## config.mk

```make
export PLATFORM = sky130hd
export DESIGN_NAME = collision_detector_flat
export DESIGN_NICKNAME = d
export VERILOG_FILES = /design/src/rtl/collision_detector_if.sv /design/src/rtl/collision_detector.sv /design/src/flat_wrapper.sv
export SDC_FILE = /design/constraint.sdc
export NUM_CORES = 1
export LEC_CHECK = 0
export CORE_MARGIN = 4
export CORE_UTILIZATION = 40
export DETAILED_ROUTE_END_ITERATION = 10
export PLACE_DENSITY = 0.69
export SLEW_MARGIN = 5
export SYNTH_ARGS = -nofsm -noshare
export SYNTH_HDL_FRONTEND = slang
export SYNTH_SLANG_ARGS = --single-unit
```

## constraint.sdc

```tcl
create_clock -name clk -period 4.35 [get_ports clk]
set_input_delay 0.87 -clock clk [delete_from_list [all_inputs] [get_ports clk]]
set_output_delay 0.87 -clock clk [all_outputs]
set_load 0.02 [all_outputs]
```

## src/rtl/collision_detector_if.sv

```systemverilog
// Bus between the collision detector and its surroundings.
//
// Purpose: groups the scan request, the platform-table read port and the
// contact results into one bundle.
//
// Signals:
//   start           scan request pulse (master -> detector)
//   x, y            signed character top-left position (master -> detector)
//   obj_addr        platform table read address (detector -> master)
//   obj_data        table word {left, top, right, bottom}, one cycle after obj_addr
//   upC/downC/...   per-side contact flags (detector -> master)
//   collided_object table word that produced the flags, 0 on no hit
//   busy, done      scan status (detector -> master)
//
// Modports:
//   master  the frame logic / table owner driving requests and table data
//   slave   the collision detector itself
interface collision_detector_if #(
  parameter int unsigned ADDR_W = 3
);
  logic                start;
  logic signed [10:0]  x;
  logic signed [9:0]   y;
  logic [ADDR_W-1:0]   obj_addr;
  logic [43:0]         obj_data;
  logic                upC;
  logic                downC;
  logic                leftC;
  logic                rightC;
  logic [43:0]         collided_object;
  logic                busy;
  logic                done;

  modport master (
    output start, x, y, obj_data,
    input  obj_addr, upC, downC, leftC, rightC, collided_object, busy, done
  );

  modport slave (
    input  start, x, y, obj_data,
    output obj_addr, upC, downC, leftC, rightC, collided_object, busy, done
  );
endinterface

```

## src/rtl/collision_detector.sv

```systemverilog
// Player-character collision detector.
//
// Purpose: on an accepted start, latches the character position and walks the
// level's platform table (one entry every two cycles, the table read is
// synchronous), reporting the first entry the character touches or is embedded
// in together with per-side contact flags. Results are registered and held
// until the next scan completes so physics can sample them at any time.
//
// Ports:
//   clk     system clock
//   reset   synchronous, active-high reset; aborts a scan without a done pulse
//   io_bus  collision_detector_if.slave: start/x/y request, obj_addr/obj_data
//           table port, upC/downC/leftC/rightC flags, collided_object,
//           busy and done status
module collision_detector #(
  parameter int          NUM_OBJ = 8,
  parameter int unsigned ADDR_W  = 3,
  parameter int          CHAR_W  = 10,
  parameter int          CHAR_H  = 20,
  parameter int          MARGIN  = 3
) (
  input logic                  clk,
  input logic                  reset,
  collision_detector_if.slave  io_bus
);

  // All geometry is evaluated in 13-bit signed so that negative positions and
  // the +CHAR/+MARGIN offsets of 11-bit coordinates never wrap.
  localparam logic signed [12:0] LP_CHAR_W = 13'(CHAR_W);
  localparam logic signed [12:0] LP_CHAR_H = 13'(CHAR_H);
  localparam logic signed [12:0] LP_MARGIN = 13'(MARGIN);
  localparam logic signed [12:0] LP_ONE    = 13'sd1;
  localparam logic [ADDR_W-1:0]  LP_LAST   = ADDR_W'(NUM_OBJ - 1);

  typedef enum logic [1:0] {
    StIdle,
    StRead,
    StCmp,
    StDone
  } state_e;

  state_e             r_state, w_state_next;
  logic signed [10:0] r_x, w_x_next;
  logic signed [9:0]  r_y, w_y_next;
  logic [ADDR_W-1:0]  r_obj_addr, w_obj_addr_next;
  logic               r_up, w_up_next;
  logic               r_down, w_down_next;
  logic               r_left, w_left_next;
  logic               r_right, w_right_next;
  logic [43:0]        r_coll, w_coll_next;

  // ---------------------------------------------------------------------------
  // Geometry of the latched character against the current table word
  // ---------------------------------------------------------------------------
  logic signed [12:0] w_xs, w_ys;
  logic signed [12:0] w_l, w_t, w_r, w_b;
  logic signed [12:0] w_cr, w_cb;
  logic signed [12:0] w_cr_p1, w_cb_p1, w_x_m1, w_y_m1;
  logic signed [12:0] w_l_pm, w_t_pm, w_r_mm, w_b_mm;
  logic               w_ovx, w_ovy;
  logic               w_hit_up, w_hit_down, w_hit_left, w_hit_right;
  logic               w_hit_any;

  always_comb begin
    // Character position is signed, table fields are unsigned.
    w_xs = {{2{r_x[10]}}, r_x};
    w_ys = {{3{r_y[9]}}, r_y};
    w_l  = {2'b00, io_bus.obj_data[43:33]};
    w_t  = {2'b00, io_bus.obj_data[32:22]};
    w_r  = {2'b00, io_bus.obj_data[21:11]};
    w_b  = {2'b00, io_bus.obj_data[10:0]};

    w_cr = w_xs + LP_CHAR_W;
    w_cb = w_ys + LP_CHAR_H;

    w_cr_p1 = w_cr + LP_ONE;
    w_cb_p1 = w_cb + LP_ONE;
    w_x_m1  = w_xs - LP_ONE;
    w_y_m1  = w_ys - LP_ONE;

    w_l_pm = w_l + LP_MARGIN;
    w_t_pm = w_t + LP_MARGIN;
    w_r_mm = w_r - LP_MARGIN;
    w_b_mm = w_b - LP_MARGIN;

    // Inverted entries (left>right or top>bottom) fail these and never hit.
    w_ovx = (w_cr > w_l) && (w_xs < w_r);
    w_ovy = (w_cb > w_t) && (w_ys < w_b);

    // Each side test accepts the exact touching row/column (one pixel outside
    // the face) plus MARGIN pixels of penetration.
    w_hit_down  = w_ovx && (w_cb_p1 >= w_t) && (w_cb_p1 <= w_t_pm);
    w_hit_up    = w_ovx && (w_y_m1 <= w_b) && (w_y_m1 >= w_b_mm);
    w_hit_right = w_ovy && (w_cr_p1 >= w_l) && (w_cr_p1 <= w_l_pm);
    w_hit_left  = w_ovy && (w_x_m1 <= w_r) && (w_x_m1 >= w_r_mm);

    w_hit_any = w_hit_up | w_hit_down | w_hit_left | w_hit_right;
  end

  // ---------------------------------------------------------------------------
  // Scan FSM: next-state and datapath updates
  // ---------------------------------------------------------------------------
  always_comb begin
    w_state_next    = r_state;
    w_x_next        = r_x;
    w_y_next        = r_y;
    w_obj_addr_next = r_obj_addr;
    w_up_next       = r_up;
    w_down_next     = r_down;
    w_left_next     = r_left;
    w_right_next    = r_right;
    w_coll_next     = r_coll;

    unique case (r_state)
      StIdle: begin
        if (io_bus.start) begin
          w_x_next        = io_bus.x;
          w_y_next        = io_bus.y;
          w_obj_addr_next = '0;
          w_state_next    = StRead;
        end
      end

      // Table data for obj_addr arrives one cycle after the address.
      StRead: begin
        w_state_next = StCmp;
      end

      StCmp: begin
        if (w_hit_any) begin
          // First hit in table order wins; stop scanning.
          w_up_next    = w_hit_up;
          w_down_next  = w_hit_down;
          w_left_next  = w_hit_left;
          w_right_next = w_hit_right;
          w_coll_next  = io_bus.obj_data;
          w_state_next = StDone;
        end else if (r_obj_addr == LP_LAST) begin
          w_up_next    = 1'b0;
          w_down_next  = 1'b0;
          w_left_next  = 1'b0;
          w_right_next = 1'b0;
          w_coll_next  = '0;
          w_state_next = StDone;
        end else begin
          w_obj_addr_next = r_obj_addr + ADDR_W'(1);
          w_state_next    = StRead;
        end
      end

      // start is deliberately not looked at here.
      StDone: begin
        w_state_next = StIdle;
      end

      default: begin
        w_state_next = StIdle;
      end
    endcase
  end

  always_ff @(posedge clk) begin
    if (reset) begin
      r_state    <= StIdle;
      r_x        <= '0;
      r_y        <= '0;
      r_obj_addr <= '0;
      r_up       <= 1'b0;
      r_down     <= 1'b0;
      r_left     <= 1'b0;
      r_right    <= 1'b0;
      r_coll     <= '0;
    end else begin
      r_state    <= w_state_next;
      r_x        <= w_x_next;
      r_y        <= w_y_next;
      r_obj_addr <= w_obj_addr_next;
      r_up       <= w_up_next;
      r_down     <= w_down_next;
      r_left     <= w_left_next;
      r_right    <= w_right_next;
      r_coll     <= w_coll_next;
    end
  end

  // ---------------------------------------------------------------------------
  // Outputs
  // ---------------------------------------------------------------------------
  assign io_bus.obj_addr        = r_obj_addr;
  assign io_bus.upC             = r_up;
  assign io_bus.downC           = r_down;
  assign io_bus.leftC           = r_left;
  assign io_bus.rightC          = r_right;
  assign io_bus.collided_object = r_coll;
  assign io_bus.busy            = (r_state != StIdle);
  assign io_bus.done            = (r_state == StDone);

endmodule

```

## src/flat_wrapper.sv

```systemverilog
// flat-port wrapper written by rule: the top's interface ports become plain ports
module collision_detector_flat 
#(
  parameter int          NUM_OBJ = 8,
  parameter int unsigned ADDR_W  = 3,
  parameter int          CHAR_W  = 10,
  parameter int          CHAR_H  = 20,
  parameter int          MARGIN  = 3
)
  (clk, reset, io_bus_start, io_bus_x, io_bus_y, io_bus_obj_data, io_bus_obj_addr, io_bus_upC, io_bus_downC, io_bus_leftC, io_bus_rightC, io_bus_collided_object, io_bus_busy, io_bus_done);
  collision_detector_if #(.ADDR_W(ADDR_W)) io_bus_i ();
  input logic clk;
  input logic reset;
  input wire logic [$bits(io_bus_i.start)-1:0] io_bus_start;
  input wire logic [$bits(io_bus_i.x)-1:0] io_bus_x;
  input wire logic [$bits(io_bus_i.y)-1:0] io_bus_y;
  input wire logic [$bits(io_bus_i.obj_data)-1:0] io_bus_obj_data;
  output wire logic [$bits(io_bus_i.obj_addr)-1:0] io_bus_obj_addr;
  output wire logic [$bits(io_bus_i.upC)-1:0] io_bus_upC;
  output wire logic [$bits(io_bus_i.downC)-1:0] io_bus_downC;
  output wire logic [$bits(io_bus_i.leftC)-1:0] io_bus_leftC;
  output wire logic [$bits(io_bus_i.rightC)-1:0] io_bus_rightC;
  output wire logic [$bits(io_bus_i.collided_object)-1:0] io_bus_collided_object;
  output wire logic [$bits(io_bus_i.busy)-1:0] io_bus_busy;
  output wire logic [$bits(io_bus_i.done)-1:0] io_bus_done;
  assign io_bus_i.start = io_bus_start;
  assign io_bus_i.x = io_bus_x;
  assign io_bus_i.y = io_bus_y;
  assign io_bus_i.obj_data = io_bus_obj_data;
  assign io_bus_obj_addr = io_bus_i.obj_addr;
  assign io_bus_upC = io_bus_i.upC;
  assign io_bus_downC = io_bus_i.downC;
  assign io_bus_leftC = io_bus_i.leftC;
  assign io_bus_rightC = io_bus_i.rightC;
  assign io_bus_collided_object = io_bus_i.collided_object;
  assign io_bus_busy = io_bus_i.busy;
  assign io_bus_done = io_bus_i.done;
  collision_detector #(.NUM_OBJ(NUM_OBJ), .ADDR_W(ADDR_W), .CHAR_W(CHAR_W), .CHAR_H(CHAR_H), .MARGIN(MARGIN)) u_core (.clk(clk), .reset(reset), .io_bus(io_bus_i));
endmodule
```

==> summary.md, run 1 <==
| Metric | Value |
|---|---|
| Synth warn | `0` |
| Clk sinks | `74` |
| Clock Skew | `approximately 0.011 ns` |
| Via count | `around 7000` |
| Cell family with most CP delay | `compound AO/OA/AOI/OAI gates` |
| Final hold violation count | `0` |
| RSZ-0062 raised after global routing | `no` |
| Reg clk slew, reported paths | `around 0.060 ns` |
| Post_cts resized | `0` |
| Worst EP arrival | `between 4 and 5 ns` |
| Leading area contributor after synthesis | `ha_1` |
| Relative slew slack | `about two fifths` |
| Row cnt | `50` |
| Hold-fix buffers, CTS | `0` |
| Drt wl/cell | `15.71 um` |
| Share of layout cells above drive strength 1 | `a little over a tenth` |
| Gp weighted congestion | `approximately 0.89` |
| Mapped cell area | `about 7600 sq um` |
| Number of setup buffers added after CTS | `0` |
| WS Path Type | `in2reg` |
| Die width | `between 100 and 150 um` |
| Largest net degree at the start of global routing | `34` |
| Post-synth ARST share | `0%` |
| Post-route setup TNS | `0 ns` |
| Initial Util | `40.65%` |
| Slowest stage delay, CP | `0.50 ns` |
| Total congestion overflow | `0` |
| Worst hold path class | `reg2reg` |
| CTS root buffer | `clkbuf_16` |
| Syn Nets | `about 1100` |
| Max Freq | `0.2430 GHz` |
| Port bufs | `between 100 and 150` |
| Number of global-route vias before repair | `approximately 7000` |
| Top-area cell type share of the netlist area | `25.26%` |
| Layout area overhead | `28.71%` |
| HPWL Detailed | `16690 um` |
| Leak pwr | `4.452 nW` |
| CTS HTree Levels | `3` |
| Pwr dens | `approximately 250 nW/um^2` |
| First-pass GRT wire length | `about 34000 um` |
| Post-synthesis sequential area ratio | `between 10% and 20%` |
| GRT Total Usage | `between 10% and 20%` |
| Final slew viol count | `0` |
| Diodes inserted | `0` |
| Syn avg cell area | `approximately 8.4 sq um` |
| Min Tclk post-route | `4.115 ns` |
| CTS tree | `done` |
| Clk buf depth | `2` |
| Netlist cell types | `68` |
| # nets final | `around 1300` |
| MaxCap Viol Count | `0` |
| Cells after synthesis | `905` |
| Via/cell ratio | `5.356` |
| Crit path buf inv count | `4` |
| IO Count | `between 100 and 150` |
| Antenna Violating Nets Remaining | `0` |
| Initial antenna violation count | `0` |
| Least-Margin Pin Slew | `between 0.8 and 0.9 ns` |
| # fillers | `approximately 1800` |
| Total Power | `around 2.5 mW` |
| Crit path cell chain | `clkdlybuf4s50_1 > inv_1 > nor3_1 > buf_4 > nand3_1 > a21oi_1 > buf_4 > nand3_1 > ha_1 > nand3_1 > nor4_1 > a21oi_1 > a2111oi_2 > a2bb2oi_2 > and4bb_2 > a2111o_1 > nand2_1` |
| CTS Buf Count | `9` |
| Post-route DRC | `0` |
| Final setup viols | `0` |
| 1st-iter DRT viols | `400` |
| Top FF cell, synth | `dfxtp_1` |
| Type of origin of the critical path | `input port` |
| CP Capture Type | `flip-flop` |
| VDD IR max | `around 0.20 mV` |
| FF+latch count, synth | `74` |
| Status | `finished, final reports clean` |
| Number of synthesized flops with an enable pin | `0` |
| Routed WL | `between 20000 and 25000 um` |
| Clk Latency, worst-skew pair | `around 0.36 ns` |
| CP Data Required Time | `4.65 ns` |
| DIE AREA | `roughly 21000 sq um` |
| Top post-synthesis cells by area | `ha_1, dfxtp_1, xnor2_1` |
| First-pass iteration count of the detailed router | `5` |
| Max FO, Critical Path | `6` |
| Critical path's slowest cell | `clkdlybuf4s50_1` |
| Die Span Y | `around 150 um` |
| Core area | `about 19000 sq um` |
| Cell mode on critical path | `nand3_1` |
| Final Cycle Share | `94.60%` |
## through the flow
| step | setup slack (ns) | utilization (%) | hold slack, ns | std cells | area (sq um) |
|---|---|---|---|---|---|
| 6_report | 0.2348 | 52.32 | 0.4697 | 1311 | 9754 |
| 5_1_grt | 0.01982 | 52.32 | 0.4860 | 1311 | 9754 |
| 4_1_cts | 0.1601 | 52.11 | 0.4745 | 1311 | 9716 |
| 3_5_place_dp | -0.1081 | 50.48 | 0.4570 | 1295 | 9410 |
| 3_3_place_gp | -0.06229 | 50.48 | 0.4563 | 1295 | 9410 |
| 2_1_floorplan | 0.4630 | - | 0.4926 | 905 | 7579 |
## cell usage after synthesis (4+ instances only)
| library cell | count |
|---|---|
| xnor2_1 | 56 |
| and2_1 | 5 |
| ha_1 | 153 |
| dfxtp_1 | 74 |
| a22o_1 | 44 |
| a21oi_1 | 60 |
| xor2_1 | 26 |
| a2111o_1 | 4 |
| a211oi_1 | 4 |
| a21o_1 | 14 |
| nand4_1 | 19 |
| o21ai_0 | 31 |
| nor3_1 | 21 |
| nor2b_1 | 7 |
| nor2_1 | 44 |
| and3_1 | 8 |
| nand3_1 | 23 |
| a2111oi_0 | 5 |
| inv_1 | 74 |
| nand2_1 | 89 |
| buf_6 | 11 |
| nor4_1 | 7 |
| o21a_1 | 9 |
| a31oi_1 | 6 |
| a211o_1 | 5 |
| clkbuf_1 | 11 |
| nand2b_1 | 18 |
| buf_2 | 7 |
| o2111ai_1 | 7 |
## registers in the layout, indices dropped and copies added, names as in the netlist
name	count
u_core.io_bus.collided_object	44
u_core.io_bus.obj_addr	3
u_core.io_bus.upC	1
u_core.io_bus.leftC	1
u_core.r_y	10
u_core.io_bus.downC	1
u_core.r_x	11
u_core.io_bus.rightC	1
u_core.r_state	2
## where the power goes
group | internal (mW) | switching, mW
Combinational | 0.439 | 0.496
Clock | 0.460 | 0.333
Sequential | 0.697 | 0.0345
## worst paths after layout
kind | startpoint | cells past startpoint | to | slack, ns
min | u_core.io_bus.collided_object[17]$_SDFFE_PP0P_ | 1 | u_core.io_bus.collided_object[17]$_SDFFE_PP0P_ | 0.47
max | io_bus_obj_data[36] | 17 | u_core.io_bus.obj_addr[1]$_SDFFE_PP0P_ | 0.23
max reg2reg | u_core.r_x[1]$_SDFFE_PP0P_ | 16 | u_core.io_bus.obj_addr[1]$_SDFFE_PP0P_ | 0.33
min reg2reg | u_core.io_bus.collided_object[17]$_SDFFE_PP0P_ | 1 | u_core.io_bus.collided_object[17]$_SDFFE_PP0P_ | 0.47
## cells by family (layout without fill, tap and decap cells)
group           count (synthesis)  after routing  synth area share (%)
buf+inv                       107            279                 6.554
flops                          74             74                 19.55
xor+xnor                       82             82                 9.477
compound gates                225            225                 21.30
simple gates                  264            264                 17.86
fa+ha+maj                     153            153                 25.26
## area by class of cell
type | count | area [sq um] | share of cell area (%)
clock inverter | 6 | 66.31 | 0.6798
tap | 234 | 292.8 | 3.002
timing repair buffer | 189 | 1757 | 18.01
multi-input combinational | 724 | 5638 | 57.80
inverter | 74 | 277.8 | 2.848
sequential | 74 | 1484 | 15.21
clock buffer | 10 | 239.0 | 2.450
## layout by cell type (no fill, tap or decap), types with 44 or more instances in the layout
master           count
dfxtp_1             72
nor2_1              44
buf_4               66
ha_1               151
clkdlybuf4s50_1    120
a21oi_1             59
inv_1               73
xnor2_1             55
a22o_1              44
nand2_1             89
## per-layer routing
layer  vias to the layer above  routed length [um]  GRT usage, %
met3                        25                 737         3.301
li1                       3606                   -             -
met4                         0                 276         4.748
met2                       130                9893         33.65
met5                         -                   0             0
met1                      3261                9690         24.73
## worst register-to-register path, stage by stage, from the launching register on
cell and delay [ns]:
dfxtp_1 0.46, ha_2 0.32, o2111ai_1 0.14, xor2_1 0.21, a21oi_1 0.19, and3_1 0.23, nand2_1 0.08, xnor2_1 0.24
ha_1 0.30, a21o_1 0.16, a21oi_1 0.17, o2111ai_1 0.16, a2111oi_2 0.41, a2bb2oi_2 0.14, and4bb_2 0.29, a2111o_1 0.41
nand2_1 0.06
Note: power is estimated with default switching activity, not from simulation.
==> inputs of run 2 (changes only) <==
- PLACE_DENSITY: 0.69 -> 0.71
- clock period: 4.35 -> 3.3 ns (I/O delays scaled with it)
==> run 2 against run 1 <==
The run now ends with setup timing left. Combinational power up 85%. Final cell count increased by 15%. Wire length grew 21%. Largest cell class unchanged.
==> summary.md, run 2 (synthesis results as in run 1) <==
| Metric | Value |
|---|---|
| Clk Latency, worst-skew pair | `0.36 ns (about the same)` |
| First-pass iteration count of the detailed router | `5 (unchanged)` |
| Row cnt | `50 (unchanged)` |
| Die width | `145.6 um (unchanged)` |
| Core area | `18640 sq um (unchanged)` |
| VDD IR max | `0.2720 mV (was 0.1974 mV)` |
| Routed WL | `24940 um (was 20600 um)` |
| WHS Endpoint | `u_core.io_bus.collided_object[25]$_SDFFE_PP0P_ (was u_core.io_bus.collided_object[17]$_SDFFE_PP0P_)` |
| Placed cell areas | `10790 sq um (was 9410 sq um)` |
| Path depth of the worst reg2reg path | `15 (was 16)` |
| Setup ws final | `-0.5483 ns (was 0.2348 ns)` |
| Initial antenna violation count | `1 (was 0)` |
| 1st-iter DRT viols | `341 (was 400)` |
| Commonest non-fill, non-tap cells in the layout | `buf_4, ha_1, clkdlybuf4s50_1 (was ha_1, clkdlybuf4s50_1, nand2_1)` |
| Commonest non-fill, non-tap cell in the layout | `buf_4 (was ha_1)` |
| Final setup viols | `52 (was 0)` |
| RSZ-0062 raised after global routing | `yes (was no)` |
| First-pass GRT wire length | `37840 um (was 34040 um)` |
| Status | `finished, violations left (was finished, final reports clean)` |
| Final Cycle Share | `116.6%` |
| Type of origin of the critical path | `flip-flop (was input port)` |
| DIE AREA | `21210 sq um (unchanged)` |
| CTS HTree Levels | `3 (unchanged)` |
| Reg clk slew, reported paths | `0.07 ns (was 0.06 ns)` |
| IO Count | `121 (unchanged)` |
| # nets final | `1484 (was 1293)` |
| Min-delay src | `u_core.io_bus.collided_object[25]$_SDFFE_PP0P_ (was u_core.io_bus.collided_object[17]$_SDFFE_PP0P_)` |
| CTS tree | `done (unchanged)` |
| WS Path Type | `reg2reg (was in2reg)` |
| Antenna Violating Nets Remaining | `0 (unchanged)` |
| Gp weighted congestion | `0.9201 (was 0.8922)` |
| Final hold violation count | `0 (unchanged)` |
| Pwr dens | `319.3 nW/um^2 (was 252.3 nW/um^2)` |
| Final slew viol count | `0 (unchanged)` |
| MaxCap Viol Count | `0 (unchanged)` |
| GRT Total Usage | `21.57% (was 19.26%)` |
| Hold Crit Depth | `1 (unchanged)` |
| Number of cells after detailed placement | `1458 (was 1295)` |
| Largest net degree at the start of global routing | `33 (was 34)` |
| Post-route setup TNS | `-26.11 ns (was 0 ns)` |
| CTS Buf Count | `9 (unchanged)` |
| Critical R2R Capture | `u_core.io_bus.collided_object[1]$_SDFFE_PP0P_ (was u_core.io_bus.obj_addr[1]$_SDFFE_PP0P_)` |
| Worst hold path class | `reg2reg (unchanged)` |
| Clock Skew | `0.01558 ns (was 0.01139 ns)` |
| Hold-fix buffers, CTS | `0 (unchanged)` |
| Clk sinks | `74 (unchanged)` |
| CTS root buffer | `clkbuf_16 (unchanged)` |
| Worst slack, placed | `-1.101 ns (was -0.1081 ns)` |
| Reg2Reg Setup Slack | `-0.55 ns (was 0.33 ns)` |
| Max FFs per register | `44 (unchanged)` |
| HPWL Detailed | `18570 um (was 16690 um)` |
| Layout area overhead | `57.67% (was 28.71%)` |
| Failing checks | `setup timing` |
| Share of layout cells above drive strength 1 | `30.44% (was 10.49%)` |
| Finished Cell Area | `11950 sq um (was 9754 sq um)` |
| CP Data Required Time | `3.55 ns (was 4.65 ns)` |
| Leak pwr | `5.578 nW (was 4.452 nW)` |
| Worst EP arrival | `4.10 ns (was 4.41 ns)` |
| Final Non-Filler Cells | `1503 (was 1311)` |
| Clk buf depth | `2 (unchanged)` |
| Number of global-route vias before repair | `7925 (was 6982)` |
| Total congestion overflow | `0 (unchanged)` |
| Max FO, Critical Path | `7 (was 6)` |
| Initial Util | `40.65% (unchanged)` |
| Least-Margin Pin Slew | `0.8272 ns (was 0.8956 ns)` |
| Max Freq | `0.2599 GHz` |
| Port bufs | `120 (unchanged)` |
| Relative slew slack | `44.72% (was 40.29%)` |
| Min Tclk post-route | `a little under 4 ns` |
| Post-route DRC | `0 (unchanged)` |
| Via/cell ratio | `5.304 (was 5.356)` |
| Drt wl/cell | `16.59 um (was 15.71 um)` |
| Via count | `7972 (was 7022)` |
| Crit Reg-Reg Startpoint | `u_core.r_x[2]$_SDFFE_PP0P_ (was u_core.r_x[1]$_SDFFE_PP0P_)` |
| CP Capture Type | `flip-flop (unchanged)` |
| Die Span Y | `145.6 um (unchanged)` |
| Hold Worst Slack | `0.4755 ns (was 0.4697 ns)` |
## run 2: power by group
group | leakage, nW | internal (mW) | switching (mW) | total (mW)
Combinational | 4.82 | 0.892 | 0.840 | 1.73
Sequential | 0.605 | 0.918 | 0.0413 | 0.960
Clock | 0.156 | 0.668 | 0.456 | 1.12
Total | 5.58 | 2.48 | 1.34 | 3.82
## run 2: what timing repair did
action,in CTS,in global routing
gates cloned,0,5
setup endpoints to repair,52,52
buffers inserted,10,13
resized for setup,61,61
pin swaps,25,45
## run 2: critical path, stage by stage (launching register included)
cell and delay [ns]:
dfxtp_4 0.40, ha_4 0.21, xor2_1 0.19, nand3_1 0.14, a21oi_2 0.19, and3_4 0.25
xor2_4 0.20, ha_4 0.23, and4_1 0.20, a2111o_1 0.39, a211o_4 0.38, nand2_4 0.07
nand2_2 0.05, o31a_4 0.39, clkbuf_16 0.21, a22o_1 0.22
## run 2: per-layer routing
| layer | up-vias | GRT usage (%) | routed length (um) |
|---|---|---|---|
| met5 | - | 0 | 0 |
| met2 | 174 | 39.43 | 12710 |
| met3 | 48 | 3.488 | 829 |
| li1 | 3984 | - | - |
| met1 | 3766 | 25.68 | 10750 |
| met4 | 0 | 7.170 | 653 |
## run 2: worst max path at each step
stage | depth (start not counted) | from | endpoint | slack (ns)
after floorplan | 17 | u_core.r_x[2]$_SDFFE_PP0P_ | u_core.io_bus.collided_object[10]$_SDFFE_PP0P_ | -0.27
after CTS | 16 | u_core.r_x[2]$_SDFFE_PP0P_ | u_core.io_bus.obj_addr[1]$_SDFFE_PP0P_ | -0.37
final | 15 | u_core.r_x[2]$_SDFFE_PP0P_ | u_core.io_bus.collided_object[1]$_SDFFE_PP0P_ | -0.55
after global routing | 16 | u_core.r_x[2]$_SDFFE_PP0P_ | u_core.io_bus.obj_addr[0]$_SDFFE_PP0P_ | -0.69
after global placement | 16 | io_bus_obj_data[35] | u_core.io_bus.obj_addr[1]$_SDFFE_PP0P_ | -0.89
after detailed placement | 16 | io_bus_obj_data[35] | u_core.io_bus.obj_addr[1]$_SDFFE_PP0P_ | -1.10
## run 2: cell type report
class | count | area, sq um
diodes | 1 | 2.502
clock buffers | 9 | 225.2
clock inverters | 7 | 98.84
fillers | 1534 | 6694
inverters | 74 | 282.8
multi-input cells | 724 | 6260
flip-flops and latches | 74 | 1505
well taps | 234 | 292.8
repair buffers | 380 | 3282
## run 2: through the flow
stage	power, mW	util, %
after floorplan	1.801	-
after global placement	2.431	57.90
after detailed placement	2.475	57.90
after CTS	3.687	61.31
after global routing	4.037	64.09
final	3.816	64.09
==> inputs of run 3 (changes only) <==
- CAP_MARGIN: not set -> 20
==> results of run 3 <==
Final layout, timing and power as in run 2 (identical DEF).
==> edit 1, RTL diff (flow settings as in run 3) <==
`ADDR_W` is set to 3 in 3 places; all go to 2.
--- a/src/rtl/collision_detector_if.sv
+++ b/src/rtl/collision_detector_if.sv
@@ -17,5 +17,5 @@
 //   slave   the collision detector itself
 interface collision_detector_if #(
-  parameter int unsigned ADDR_W = 3
+  parameter int unsigned ADDR_W = 2
 );
   logic                start;
--- a/src/rtl/collision_detector.sv
+++ b/src/rtl/collision_detector.sv
@@ -15,5 +15,5 @@
 module collision_detector #(
   parameter int          NUM_OBJ = 8,
-  parameter int unsigned ADDR_W  = 3,
+  parameter int unsigned ADDR_W  = 2,
   parameter int          CHAR_W  = 10,
   parameter int          CHAR_H  = 20,
--- a/src/flat_wrapper.sv
+++ b/src/flat_wrapper.sv
@@ -3,5 +3,5 @@
 #(
   parameter int          NUM_OBJ = 8,
-  parameter int unsigned ADDR_W  = 3,
+  parameter int unsigned ADDR_W  = 2,
   parameter int          CHAR_W  = 10,
   parameter int          CHAR_H  = 20,
Ports: changed (resized io_bus_obj_addr); port bits go from 121 to 120. The function was not compared with the original's and may differ.
==> edit 1 against run 3 <==
The run still ends with setup timing left. Synthesized area shrank 1.3%. Sequential power shrank 2%. Final area shrank 0.75%. Total power shrank 2.9%. Clock power shrank 9.8%. Sequential cell count shrank 1. Worst setup slack lost 0.24 ns. Wire length shrank 0.93%.
==> edit 1: results (changes against run 3) <==
grt_pass1_wl_um: 37900  # +0.26%
power.leakage_nw: 5.55  # -0.43%
p_int_mw: 2.41  # -2.8%
postCtsResizedCells: 51  # -16%
critPathTopFamily: "simple AND/OR/NAND/NOR gates"
cts_setup_buffers: 11  # +1
grt_pass1_vias: 7901  # -0.30%
ys_top_cells_by_count: "ha_1 (152), nand2_1 (81), inv_1 (74)"
netlist_instances: 887  # -2.0%
synth_mux_area_frac: 0.00134  # +0.00134
yosys-top-cells-area: "ha_1 (25%), dfxtp_1 (20%), xnor2_1 (6.1%)"
port_buffers: 119  # -0.83%
relSlewSlack: 0.403  # -0.0439
worst_slack_ns: -0.790  # -0.242 ns
vias: 8037  # +0.82%
gr-usage-all-layers: 0.224  # +0.00874
synth_compound_area_frac: 0.211  # -0.00200
synthAdderAreaFrac: 0.254  # +0.00171
dpl.cell_count: 1459  # +0.069%
syn_nets: 1107  # -1.7%
finalSetupViolations: 51  # -1.9%
violations: "setup timing"
cp_slowest_cell: "a2111o_1"
synth_xor_area_frac: 0.104  # +0.00947
pg_seq_mw: 0.941  # -2%
status: "complete, but fails checks"
peakVddDrop_mv: 0.265  # -2.7%
grt_max_degree: 31  # -6.1%
-- edit 1: cell types whose count changed after synthesis, moves of 5 or more --
cell	change
a211oi_1	+11
nand2b_1	-8
buf_6	-5
nand3_1	+6
nand2_1	-8
-- edit 1: final timing paths --
kind / end / depth (start not counted) / from
hold / removal: u_core.io_bus.collided_object[6] / 1 / u_core.io_bus.collided_object[6]
setup / recovery: u_core.io_bus.collided_object[24] / 17 / io_bus_obj_data[34]
setup reg to reg: u_core.io_bus.collided_object[24] / 21 / u_core.r_x[1]
hold reg to reg: u_core.io_bus.collided_object[6] / 1 / u_core.io_bus.collided_object[6]
-- edit 1: metrics by stage --
| step | setup WS (ns) | utilization | power [mW] | TNS [ns] | instance area (um^2) |
|---|---|---|---|---|---|
| 3_3_place_gp | -1.06 | 0.598 | 2.45 | -52.49 | 10900 |
| 2_1_floorplan | -0.468 | - | 1.81 | -21.31 | 7600 |
| 6_report | -0.790 | 0.653 | 3.71 | -37.40 | 11900 |
| 5_1_grt | -0.910 | 0.653 | 3.92 | -43.43 | 11900 |
| 4_1_cts | -0.674 | 0.633 | 3.60 | -32.09 | 11500 |
| 3_5_place_dp | -1.23 | 0.598 | 2.49 | -60.99 | 10900 |
-- edit 1: cell type report --
class / count / area (um^2) / share of cell area
repair buffers: 399 / 3480 / 0.293
multi-input cells: 711 / 6050 / 0.510
inverters: 75 / 282 / 0.0237
well taps: 229 / 287 / 0.0242
flip-flops and latches: 73 / 1460 / 0.123
clock inverters: 5 / 56.3 / 0.00475
clock buffers: 10 / 239 / 0.0202
-- edit 1: routing by layer --
layer  vias to the layer above  GRT usage  share of wire
met1                      3784      0.283           0.44
li1                       3977          -              -
met4                         0     0.0668          0.024
met3                        48     0.0371          0.047
met2                       228      0.394           0.49
met5                         -          0              0
==> edit 2, RTL diff (settings of run 3) <==
Made on the original files. Take the reset off `r_x` and `r_y` and load them in a clocked block of their own.
--- a/src/rtl/collision_detector.sv
+++ b/src/rtl/collision_detector.sv
@@ -163,6 +163,4 @@
     if (reset) begin
       r_state    <= StIdle;
-      r_x        <= '0;
-      r_y        <= '0;
       r_obj_addr <= '0;
       r_up       <= 1'b0;
@@ -173,6 +171,4 @@
     end else begin
       r_state    <= w_state_next;
-      r_x        <= w_x_next;
-      r_y        <= w_y_next;
       r_obj_addr <= w_obj_addr_next;
       r_up       <= w_up_next;
@@ -182,4 +178,9 @@
       r_coll     <= w_coll_next;
     end
+  end
+
+  always_ff @(posedge clk) begin
+    r_x <= w_x_next;
+    r_y <= w_y_next;
   end
 
Check against the original RTL: same outputs for any inputs over 4 cycles, from zero or initial values and one cycle with reset high; that may be too few to reach the edited logic, so the function may still have changed.
==> edit 2 against run 3 <==
The flow still finishes with violations (setup timing). Critical path type unchanged. Die area fell by 2.5%. Clock skew shrank 0.0023 ns. Via count is 7.9% lower. Final area shrank 5.5%. Total power down 7.4%. Sequential cell count is the same. Hold slack better by 0.0024 ns. Count of clock-buffer cells in the layout up 3. Synthesized area fell by 2.7%. Wire length shrank 9.5%. Synthesized cell count shrank 9.3%. Worst setup slack worse by 0.27 ns. First-iteration DRC count rose by 18%.
==> edit 2: results (changes against run 3) <==
drive_above_1_share: 0.270  # -0.0345
p_seq_frac: 0.287  # +0.035
multi_input_cells: 649  # -10%
finalSetupViolations: 52  # unchanged
antenna_found_initial: 0  # -1
syn_nets: 1042  # -7.5%
p_comb_frac: 0.424  # -0.030
seq_cells: 74  # unchanged
relSlewSlack: 0.605  # +0.158
netlist_instances: 821  # -9.3%
drtIter0Drc: 404  # +18%
ys_top_cells_by_count: "ha_1 (153), inv_1 (75), xnor2_1 (57)"
fillCellCount: 1498  # -2.3%
synth_compound_area_frac: 0.201  # -0.0123
violations: "setup timing"
clockBufferCount: 12  # +3
wl_met3_um: 876  # +5.7%
grt.met2_usage: 0.400  # +0.00570
multi_input_area_share: 0.498  # -0.0263
cpPeakStageDelay_ns: 0.53  # +0.13 ns
yosys-top-cells-area: "ha_1 (26%), dfxtp_1 (14%), edfxtp_1 (8.5%)"
totalWireLength_um: 22600  # -9.5%
synthAdderAreaFrac: 0.260  # +0.00694
clkCellAreaFrac: 0.0266  # -0.000519
grtUsageMet1: 0.241  # -0.0162
peakVddDrop_mv: 0.452  # +66%
p_total_mw: 3.53  # -7.4%
status: "complete, but fails checks"
inv_count: 76  # +2.7%
dp_hpwl_um: 17600  # -5.4%
synth_xor_area_frac: 0.0984  # +0.00362
worst_slack_ns: -0.817  # -0.269 ns
dpl.cell_count: 1366  # -6.3%
==> edit 2: changes by cell type in the layout (fill, tap and decap cells not counted), sizes merged, moves of 6 or more <==
cell,run 3,this run
buf,257,227
nand2,90,36
edfxtp,0,21
a211oi,4,10
o21ai,34,27
a21oi,64,31
a21o,14,6
dfxtp,74,53
==> edit 2: worst paths after layout <==
| check | startpoint | slack [ns] | cells past startpoint | endpoint |
|---|---|---|---|---|
| hold / removal | u_core.io_bus.collided_object[39] | 0.48 | 1 | u_core.io_bus.collided_object[39] |
| hold reg to reg | u_core.io_bus.collided_object[39] | 0.48 | 1 | u_core.io_bus.collided_object[39] |
| setup / recovery | u_core.r_x[1] | -0.82 | 17 | u_core.io_bus.collided_object[4] |
| setup reg to reg | u_core.r_x[1] | -0.82 | 17 | u_core.io_bus.collided_object[4] |
==> edit 2: what timing repair did <==
item	4_1_cts	5_1_grt
endpoints found under the setup margin	52	52
cloned	0	5
setup buffers	2	7
pin swaps	8	18
gates resized for setup	18	38
